## src/rtl/dmem_pkg.sv

```systemverilog
// Shared definitions for the multi-cycle data-memory responder:
// funct3 access codes, FSM state encoding and the access legality check.
package dmem_pkg;

    localparam logic [2:0] F3_B  = 3'b000;
    localparam logic [2:0] F3_H  = 3'b001;
    localparam logic [2:0] F3_W  = 3'b010;
    localparam logic [2:0] F3_BU = 3'b100;
    localparam logic [2:0] F3_HU = 3'b101;

    typedef enum logic [1:0] {
        IDLE = 2'd0,
        WAIT = 2'd1,
        RESP = 2'd2
    } state_t;

    // Flags misalignment, out-of-range words, illegal funct3 and unsigned stores.
    function automatic logic access_err(
        input logic        write,
        input logic [31:0] addr,
        input logic [2:0]  funct3,
        input int unsigned num_words
    );
        logic err;
        err = 1'b0;
        case (funct3)
            F3_B:    err = 1'b0;
            F3_BU:   err = write;
            F3_H:    err = addr[0];
            F3_HU:   err = write | addr[0];
            F3_W:    err = (addr[1:0] != 2'b00);
            default: err = 1'b1;
        endcase
        if ({2'b00, addr[31:2]} >= num_words) begin
            err = 1'b1;
        end
        return err;
    endfunction

endpackage

```

## src/rtl/dmem_if.sv

```systemverilog
// Load/store request and response channels between the core and the responder.
interface dmem_if;

    logic        req_valid;
    logic        req_ready;
    logic        req_write;
    logic [31:0] req_addr;
    logic [31:0] req_wdata;
    logic [2:0]  req_funct3;
    logic        rsp_valid;
    logic        rsp_ready;
    logic [31:0] rsp_rdata;
    logic        rsp_err;

    modport master (
        output req_valid, req_write, req_addr, req_wdata, req_funct3, rsp_ready,
        input  req_ready, rsp_valid, rsp_rdata, rsp_err
    );

    modport slave (
        input  req_valid, req_write, req_addr, req_wdata, req_funct3, rsp_ready,
        output req_ready, rsp_valid, rsp_rdata, rsp_err
    );

endinterface

```

## src/rtl/dmem_lane_align.sv

```systemverilog
// Little-endian lane steering: merges store data into the old word and
// extracts/extends load data from it.
module dmem_lane_align
    import dmem_pkg::*;
(
    input  logic [31:0] old_word,
    input  logic [1:0]  lane,
    input  logic [2:0]  funct3,
    input  logic [31:0] wdata,
    output logic [31:0] st_word,
    output logic [31:0] ld_data
);

    logic [7:0]  sel_byte;
    logic [15:0] sel_half;

    always_comb begin
        sel_byte = old_word[7:0];
        case (lane)
            2'd0: sel_byte = old_word[7:0];
            2'd1: sel_byte = old_word[15:8];
            2'd2: sel_byte = old_word[23:16];
            2'd3: sel_byte = old_word[31:24];
            default: sel_byte = old_word[7:0];
        endcase
        sel_half = lane[1] ? old_word[31:16] : old_word[15:0];
    end

    always_comb begin
        st_word = old_word;
        ld_data = '0;
        case (funct3)
            F3_B, F3_BU: begin
                case (lane)
                    2'd0: st_word[7:0]   = wdata[7:0];
                    2'd1: st_word[15:8]  = wdata[7:0];
                    2'd2: st_word[23:16] = wdata[7:0];
                    2'd3: st_word[31:24] = wdata[7:0];
                    default: st_word = old_word;
                endcase
                ld_data = (funct3 == F3_B) ? {{24{sel_byte[7]}}, sel_byte}
                                           : {24'b0, sel_byte};
            end
            F3_H, F3_HU: begin
                if (lane[1]) begin
                    st_word[31:16] = wdata[15:0];
                end else begin
                    st_word[15:0] = wdata[15:0];
                end
                ld_data = (funct3 == F3_H) ? {{16{sel_half[15]}}, sel_half}
                                           : {16'b0, sel_half};
            end
            F3_W: begin
                st_word = wdata;
                ld_data = old_word;
            end
            default: begin
                st_word = old_word;
                ld_data = '0;
            end
        endcase
    end

endmodule

```

## src/rtl/dmem_responder.sv

```systemverilog
// Multi-cycle data-memory responder: accepts one load/store, waits
// WAIT_CYCLES, commits to the word array and holds the response until taken.
module dmem_responder
    import dmem_pkg::*;
#(
    parameter int unsigned NUM_WORDS   = 32,
    parameter int unsigned WAIT_CYCLES = 2
) (
    input logic    clk,
    input logic    rst,
    dmem_if.slave  bus
);

    localparam int unsigned AW = (NUM_WORDS > 1) ? $clog2(NUM_WORDS) : 1;
    localparam int unsigned CW = (WAIT_CYCLES > 1) ? $clog2(WAIT_CYCLES) : 1;
    localparam logic [CW-1:0] CNT_INIT = CW'((WAIT_CYCLES == 0) ? 0 : WAIT_CYCLES - 1);

    state_t        state;
    logic [CW-1:0] cnt;

    logic          wr_q;
    logic [31:0]   addr_q;
    logic [31:0]   wdata_q;
    logic [2:0]    f3_q;

    logic [31:0]   mem [NUM_WORDS];

    logic          cur_write;
    logic [31:0]   cur_addr;
    logic [31:0]   cur_wdata;
    logic [2:0]    cur_f3;
    logic          cur_err;
    logic [AW-1:0] widx;
    logic [31:0]   old_word;
    logic [31:0]   st_word;
    logic [31:0]   ld_data;
    logic          accept;
    logic          commit;

    assign bus.req_ready = (state == IDLE);
    assign bus.rsp_valid = (state == RESP);

    assign accept = (state == IDLE) && bus.req_valid;

    // With zero wait states the commit happens on the acceptance edge itself,
    // so the access is evaluated from the live request rather than the latch.
    always_comb begin
        if (state == IDLE) begin
            cur_write = bus.req_write;
            cur_addr  = bus.req_addr;
            cur_wdata = bus.req_wdata;
            cur_f3    = bus.req_funct3;
        end else begin
            cur_write = wr_q;
            cur_addr  = addr_q;
            cur_wdata = wdata_q;
            cur_f3    = f3_q;
        end
    end

    always_comb begin
        commit = 1'b0;
        if (state == IDLE) begin
            commit = accept && (WAIT_CYCLES == 0);
        end else if (state == WAIT) begin
            commit = (cnt == '0);
        end
    end

    assign cur_err  = access_err(cur_write, cur_addr, cur_f3, NUM_WORDS);
    assign widx     = cur_addr[AW+1:2];
    assign old_word = mem[widx];

    dmem_lane_align u_align (
        .old_word (old_word),
        .lane     (cur_addr[1:0]),
        .funct3   (cur_f3),
        .wdata    (cur_wdata),
        .st_word  (st_word),
        .ld_data  (ld_data)
    );

    always_ff @(posedge clk) begin
        if (rst) begin
            state         <= IDLE;
            cnt           <= '0;
            wr_q          <= 1'b0;
            addr_q        <= '0;
            wdata_q       <= '0;
            f3_q          <= '0;
            bus.rsp_rdata <= '0;
            bus.rsp_err   <= 1'b0;
            for (int unsigned i = 0; i < NUM_WORDS; i++) begin
                mem[i] <= '0;
            end
        end else begin
            case (state)
                IDLE: begin
                    if (accept) begin
                        wr_q    <= bus.req_write;
                        addr_q  <= bus.req_addr;
                        wdata_q <= bus.req_wdata;
                        f3_q    <= bus.req_funct3;
                        if (WAIT_CYCLES == 0) begin
                            state <= RESP;
                        end else begin
                            state <= WAIT;
                            cnt   <= CNT_INIT;
                        end
                    end
                end
                WAIT: begin
                    if (cnt == '0) begin
                        state <= RESP;
                    end else begin
                        cnt <= cnt - CW'(1);
                    end
                end
                RESP: begin
                    if (bus.rsp_ready) begin
                        state         <= IDLE;
                        bus.rsp_rdata <= '0;
                        bus.rsp_err   <= 1'b0;
                    end
                end
                default: state <= IDLE;
            endcase

            if (commit) begin
                if (!cur_err && cur_write) begin
                    mem[widx] <= st_word;
                end
                bus.rsp_rdata <= (!cur_err && !cur_write) ? ld_data : '0;
                bus.rsp_err   <= cur_err;
            end
        end
    end

endmodule

```

## src/flat_wrapper.sv

```systemverilog
// flat-port wrapper written by rule: the top's interface ports become plain ports
module dmem_responder_flat import dmem_pkg::*;
#(
    parameter int unsigned NUM_WORDS   = 32,
    parameter int unsigned WAIT_CYCLES = 2
)
  (clk, rst, bus_req_valid, bus_req_write, bus_req_addr, bus_req_wdata, bus_req_funct3, bus_rsp_ready, bus_req_ready, bus_rsp_valid, bus_rsp_rdata, bus_rsp_err);
  dmem_if bus_i ();
  input logic clk;
  input logic rst;
  input wire logic [$bits(bus_i.req_valid)-1:0] bus_req_valid;
  input wire logic [$bits(bus_i.req_write)-1:0] bus_req_write;
  input wire logic [$bits(bus_i.req_addr)-1:0] bus_req_addr;
  input wire logic [$bits(bus_i.req_wdata)-1:0] bus_req_wdata;
  input wire logic [$bits(bus_i.req_funct3)-1:0] bus_req_funct3;
  input wire logic [$bits(bus_i.rsp_ready)-1:0] bus_rsp_ready;
  output wire logic [$bits(bus_i.req_ready)-1:0] bus_req_ready;
  output wire logic [$bits(bus_i.rsp_valid)-1:0] bus_rsp_valid;
  output wire logic [$bits(bus_i.rsp_rdata)-1:0] bus_rsp_rdata;
  output wire logic [$bits(bus_i.rsp_err)-1:0] bus_rsp_err;
  assign bus_i.req_valid = bus_req_valid;
  assign bus_i.req_write = bus_req_write;
  assign bus_i.req_addr = bus_req_addr;
  assign bus_i.req_wdata = bus_req_wdata;
  assign bus_i.req_funct3 = bus_req_funct3;
  assign bus_i.rsp_ready = bus_rsp_ready;
  assign bus_req_ready = bus_i.req_ready;
  assign bus_rsp_valid = bus_i.rsp_valid;
  assign bus_rsp_rdata = bus_i.rsp_rdata;
  assign bus_rsp_err = bus_i.rsp_err;
  dmem_responder #(.NUM_WORDS(NUM_WORDS), .WAIT_CYCLES(WAIT_CYCLES)) u_core (.clk(clk), .rst(rst), .bus(bus_i));
endmodule
```

## config.mk

```make
export PLATFORM = sky130hd
export DESIGN_NAME = dmem_responder_flat
export DESIGN_NICKNAME = d
export VERILOG_FILES = /design/src/rtl/dmem_pkg.sv /design/src/rtl/dmem_if.sv /design/src/rtl/dmem_lane_align.sv /design/src/rtl/dmem_responder.sv /design/src/flat_wrapper.sv
export SDC_FILE = /design/constraint.sdc
export NUM_CORES = 2
export LEC_CHECK = 0
export CAP_MARGIN = 5
export CORE_MARGIN = 10
export CORE_UTILIZATION = 55
export DETAILED_ROUTE_END_ITERATION = 12
export GPL_ROUTABILITY_DRIVEN = 0
export PLACE_DENSITY = 0.68
export RECOVER_POWER = 100
export SLEW_MARGIN = 20
export SYNTH_ARGS = -nofsm -noshare
export SYNTH_HDL_FRONTEND = slang
export SYNTH_HIERARCHICAL = 1
export SYNTH_SLANG_ARGS = --single-unit
```

## constraint.sdc

```tcl
create_clock -name clk -period 10.53 [get_ports clk]
set_clock_uncertainty 0.15 [all_clocks]
set_input_delay 2.106 -clock clk [delete_from_list [all_inputs] [get_ports clk]]
set_output_delay 2.106 -clock clk [all_outputs]
set_load 0.01 [all_outputs]
```

==> impl_summary.md <==
Yosys
Of the total synthesized cell area, the portion taken by AND, OR, NAND and NOR gates is 13.26%. The number of synthesized register bits is 1128. For this run, asynchronously set or reset flops after synthesis account for 0%. The total number of yosys warnings is 6. The area fraction of the dominant cell type after synthesis is a little under two thirds.

The combined area of all synthesized cells is between 40000 and 50000 µm². The average cell area after synthesis is 12.18 µm². The combinational family with the most area after synthesis is compound AO/OA/AOI/OAI gates. When the netlist entered floorplanning its net count stood at 4020. The synthesized netlist devotes 0% of its cell area to XOR and XNOR gates. In the post-synthesis netlist, the biggest area contributors are edfxtp_1, nor2_1, a22o_1, a221oi_1, dfxtp_1. The portion of synthesized area spent on multiplexers is less than 1%. Counting flops with a built-in enable in the synthesized netlist gives 1024. The share of the synthesized area in compound gates (AO/OA/AOI/OAI) is between 10 and 15%.

The count of different cell masters after synthesis is 57. The share of synthesized area occupied by flip-flops and latches is 68.27%. The adder-cell share of the synthesized area is 0%. Synthesis produced 3948 cells. The top cell type by total area after synthesis is edfxtp_1. Among all flip-flop cells after synthesis, the most frequent one is edfxtp_1.

Drt
Summed over all layers, the routed wires come to 164500 µm. The first detailed-routing pass took 7 iterations. The detailed-route via count is roughly 36000. The number of antenna-violating nets in the routed design is 0. After detailed routing, the average wire length per cell comes to 31.92 µm.

The DRC violation total after the first TritonRoute iteration is 6135. The via count normalized by instance count is just under 7. The DRC violation count after routing is 0.

GRT
The first global-routing pass estimated 234300 µm of wire. After global routing the overflow that remains totals 0. The overall global routing resource usage is 32.25%. Entering global routing, the biggest net connects ~150 pins. The number of antenna violations at the first check in global routing is 5. The number of global-route vias before repair was ~33000.

Layout
The number of nets at the end of the flow is between 3000 and 4000. The number of antenna cells inserted is 0. The growth of design area from synthesis to finish is 11.23%. The fraction of final layout cells with drive strength greater than 1 is ~7.3%.

Critical path
The signal arrival time at the worst endpoint is 8.34 ns. The largest individual stage delay along the critical path comes from the cell clkinvlp_2. The reg-to-reg critical path endpoint is u_core/mem[19][4]. The signal on the critical path passes through or2_2, clkinvlp_2, nor4_1, a22o_1, nand4_1, nor2_1, a21o_1, clkbuf_1.

The critical path is of the flip-flop to flip-flop type. The kind of capture point of the worst setup path is a flip-flop. At the worst endpoint, the required time is 10.65 ns. The startpoint of the lowest-slack register-to-register path is u_core/state[0]. The largest single stage delay on the critical path is 1.58 ns. In this run the worst setup path terminates at u_core/mem[19][4]. In this run the worst setup path begins at u_core/state[0]. The worst register-to-register path has a setup slack of 2.32 ns.

The element type at the critical path start is a flip-flop. In this run the worst path has a maximum fanout of 53. The number of cells on the worst reg-to-reg path is 8.

Timing
Adding up every negative setup slack in the final design gives 0 ns. Across all hold checks on the routed design, the worst slack comes to 0.3011 ns. Setup violations remaining at the end of the flow were counted as 0. The fmax is 121.8 MHz. Subtracting the final worst setup slack from the clock period gives ~8 ns.

The number of endpoints with negative hold slack in the final report was 0. For the pin with the worst max-slew slack, the measured transition is 3.491 ns. The worst pin sits at a relative slew slack of -132.8%. In the finished design, the share of the clock period the worst path needs comes to 78.00%. The total count of max-transition violations in the final report is about 370. Setup repair after global routing left no endpoint under its margin.

Worst hold path
The start point of the worst min-delay path is u_core/addr_q[16]. The min-delay analysis places its worst path in the category flip-flop to flip-flop. The worst hold path passes through 2 cells.

Clock tree
The clock tree synthesis step divided the H-tree into 3 levels. After clock tree synthesis, the setup repair step added 0 buffers. Clock tree synthesis found a total of 1128 sinks.

The number of buffers between clock root and the deepest sink is 3. The count of hold buffers inserted by post-cts repair is 0. The clock tree root buffer cell is clkbuf_16.

Clock tree synthesis inserted a total of about 110 buffers. Clock-pin slew was measured on the worst setup and hold paths at 0.06 ns. TritonCTS built the clock tree. The number of instances resized during post-cts repair is 0.

The insertion delay to the later sink of the worst-skew pair is 0.71 ns.

Power
IR analysis of the VDD net gives a maximum drop of 0.0001382 V. In this run the power density over the cells is 194.2 nW/µm². The static leakage is about 0.018 µW.

Status
The run finished, with violations left. The final reports fail on max-capacitance violations, max-slew violations.

Die
107 I/O pins were placed. The cell row count is 108. The effective utilization at floorplan is 55.44%. The placeable core area is 86750 µm².

The total die area is 99670 µm². In this run the vertical extent of the chip is between 300 and 400 µm. Measured along the x axis, the die boundary spans 315.7 µm.

Job
The tool flagged a number of max-cap violations equal to 12.

Placement
After legalization and detailed placement, the total HPWL measured 89850 µm. Port buffering added 106 buffers.
==> synthesized netlist by cell type (all sizes together) (2+ instances only) <==
cell	instances
nor2	1048
edfxtp	1024
nand2	417
a22o	289
a221oi	256
clkbuf	201
buf	137
o22ai	128
dfxtp	104
a21oi	85
or4	37
a21o	32
a221o	32
and2	22
a311oi	16
nand3b	14
mux2i	12
or2	11
nor4	10
mux2	9
a211o	8
and3	8
mux4	8
nand2b	5
nor3	5
nand3	4
o21ai	4
inv	3
nand4	3
nor3b	3
a211oi	2
nor2b	2
o22a	2
==> per-stage QoR <==
stage / total power (µW) / utilization, % / cell area [µm²] / setup slack (ns) / cells
6_report: 10390 / 61.66 / 53500 / 2.317 / 5155
3_3_place_gp: 6353 / 57.43 / 49820 / 3.518 / 4940
2_1_floorplan: 5859 / - / 48090 / 5.321 / 3948
3_5_place_dp: 6367 / 57.47 / 49860 / 3.483 / 4941
4_1_cts: 10350 / 61.78 / 53600 / 4.170 / 5155
5_1_grt: 10620 / 61.66 / 53500 / 2.001 / 5155
==> metal layers <==
layer / wire [µm] / part of all wire, % / track usage (%) / up-vias
li1: - / - / - / 14710
met1: 58580 / 36 / 43.48 / 17400
met2: 71950 / 44 / 48.13 / 2939
met3: 25460 / 15 / 9.461 / 533
met4: 8537 / 5.2 / 14.72 / 2
met5: 14 / 0.0085 / 0 / -
==> critical path: cells and delay by family (launching register included) <==
family,cells,cell delay [ns]
buffers and inverters,2,3.06
AND/OR/NAND/NOR,4,2.71
AO/OA/AOI/OAI,2,1.40
flip-flops,1,0.43
==> registers in the layout, summed over array words and instances (netlist names) <==
signal / cells
u_core/addr_q: 32
u_core/cnt: 1
u_core/wr_q: 1
u_core/state: 2
u_core/wdata_q: 32
u_core/mem: 1024
u_core/bus.rsp_err: 1
u_core/f3_q: 3
u_core/bus.rsp_rdata: 32
==> worst min-delay path by stage <==
stage	to	slack, ns
floorplan	u_core/addr_q[12]	0.28
global placement	u_core/addr_q[16]	0.29
detailed placement	u_core/addr_q[12]	0.29
CTS	u_core/addr_q[12]	0.30
global route	u_core/addr_q[10]	0.32
finish	u_core/addr_q[16]	0.30
==> logic make-up (layout without fill, tap and decap cells) <==
group | Yosys count | in the layout
buffers and inverters | 341 | 393
and+or+nand+nor | 1592 | 1592
DFF | 1128 | 1128
muxes | 29 | 29
AOI/OAI and AO/OA | 858 | 858
==> power by group <==
group | switching, µW | internal (µW)
registers | 49.1 | 5020
logic | 919 | 346
clock network | 1720 | 2330
total | 2690 | 7700
==> cell type report <==
type | instances | area [µm²]
clock buffer | 145 | 3073
multi-input combinational | 2479 | 13840
clock inverter | 69 | 666.9
tap | 1155 | 1445
timing repair buffer | 176 | 1624
sequential | 1128 | 32830
inverter | 3 | 12.51
fill | 6731 | 33260
==> placed cells by master, fill, tap and decap left out, types with 10 or more instances in the layout <==
cell                n
bufinv_16          11
a221o_1            32
a21oi_1            81
clkbuf_1           32
mux2i_1            12
nor4_1             10
clkdlybuf4s50_1    71
clkinv_1           23
and2_1             13
edfxtp_1         1024
a221oi_1          247
clkbuf_16         117
a22o_1            289
a311oi_1           16
o22ai_1           128
a21o_1             30
dlygate4sd3_1      34
clkinv_2           21
nor2_1           1047
dfxtp_1           104
nand3b_1           14
buf_4              57
nand2_1           408
or4_1              37
Power figures use the tool's default switching activity.
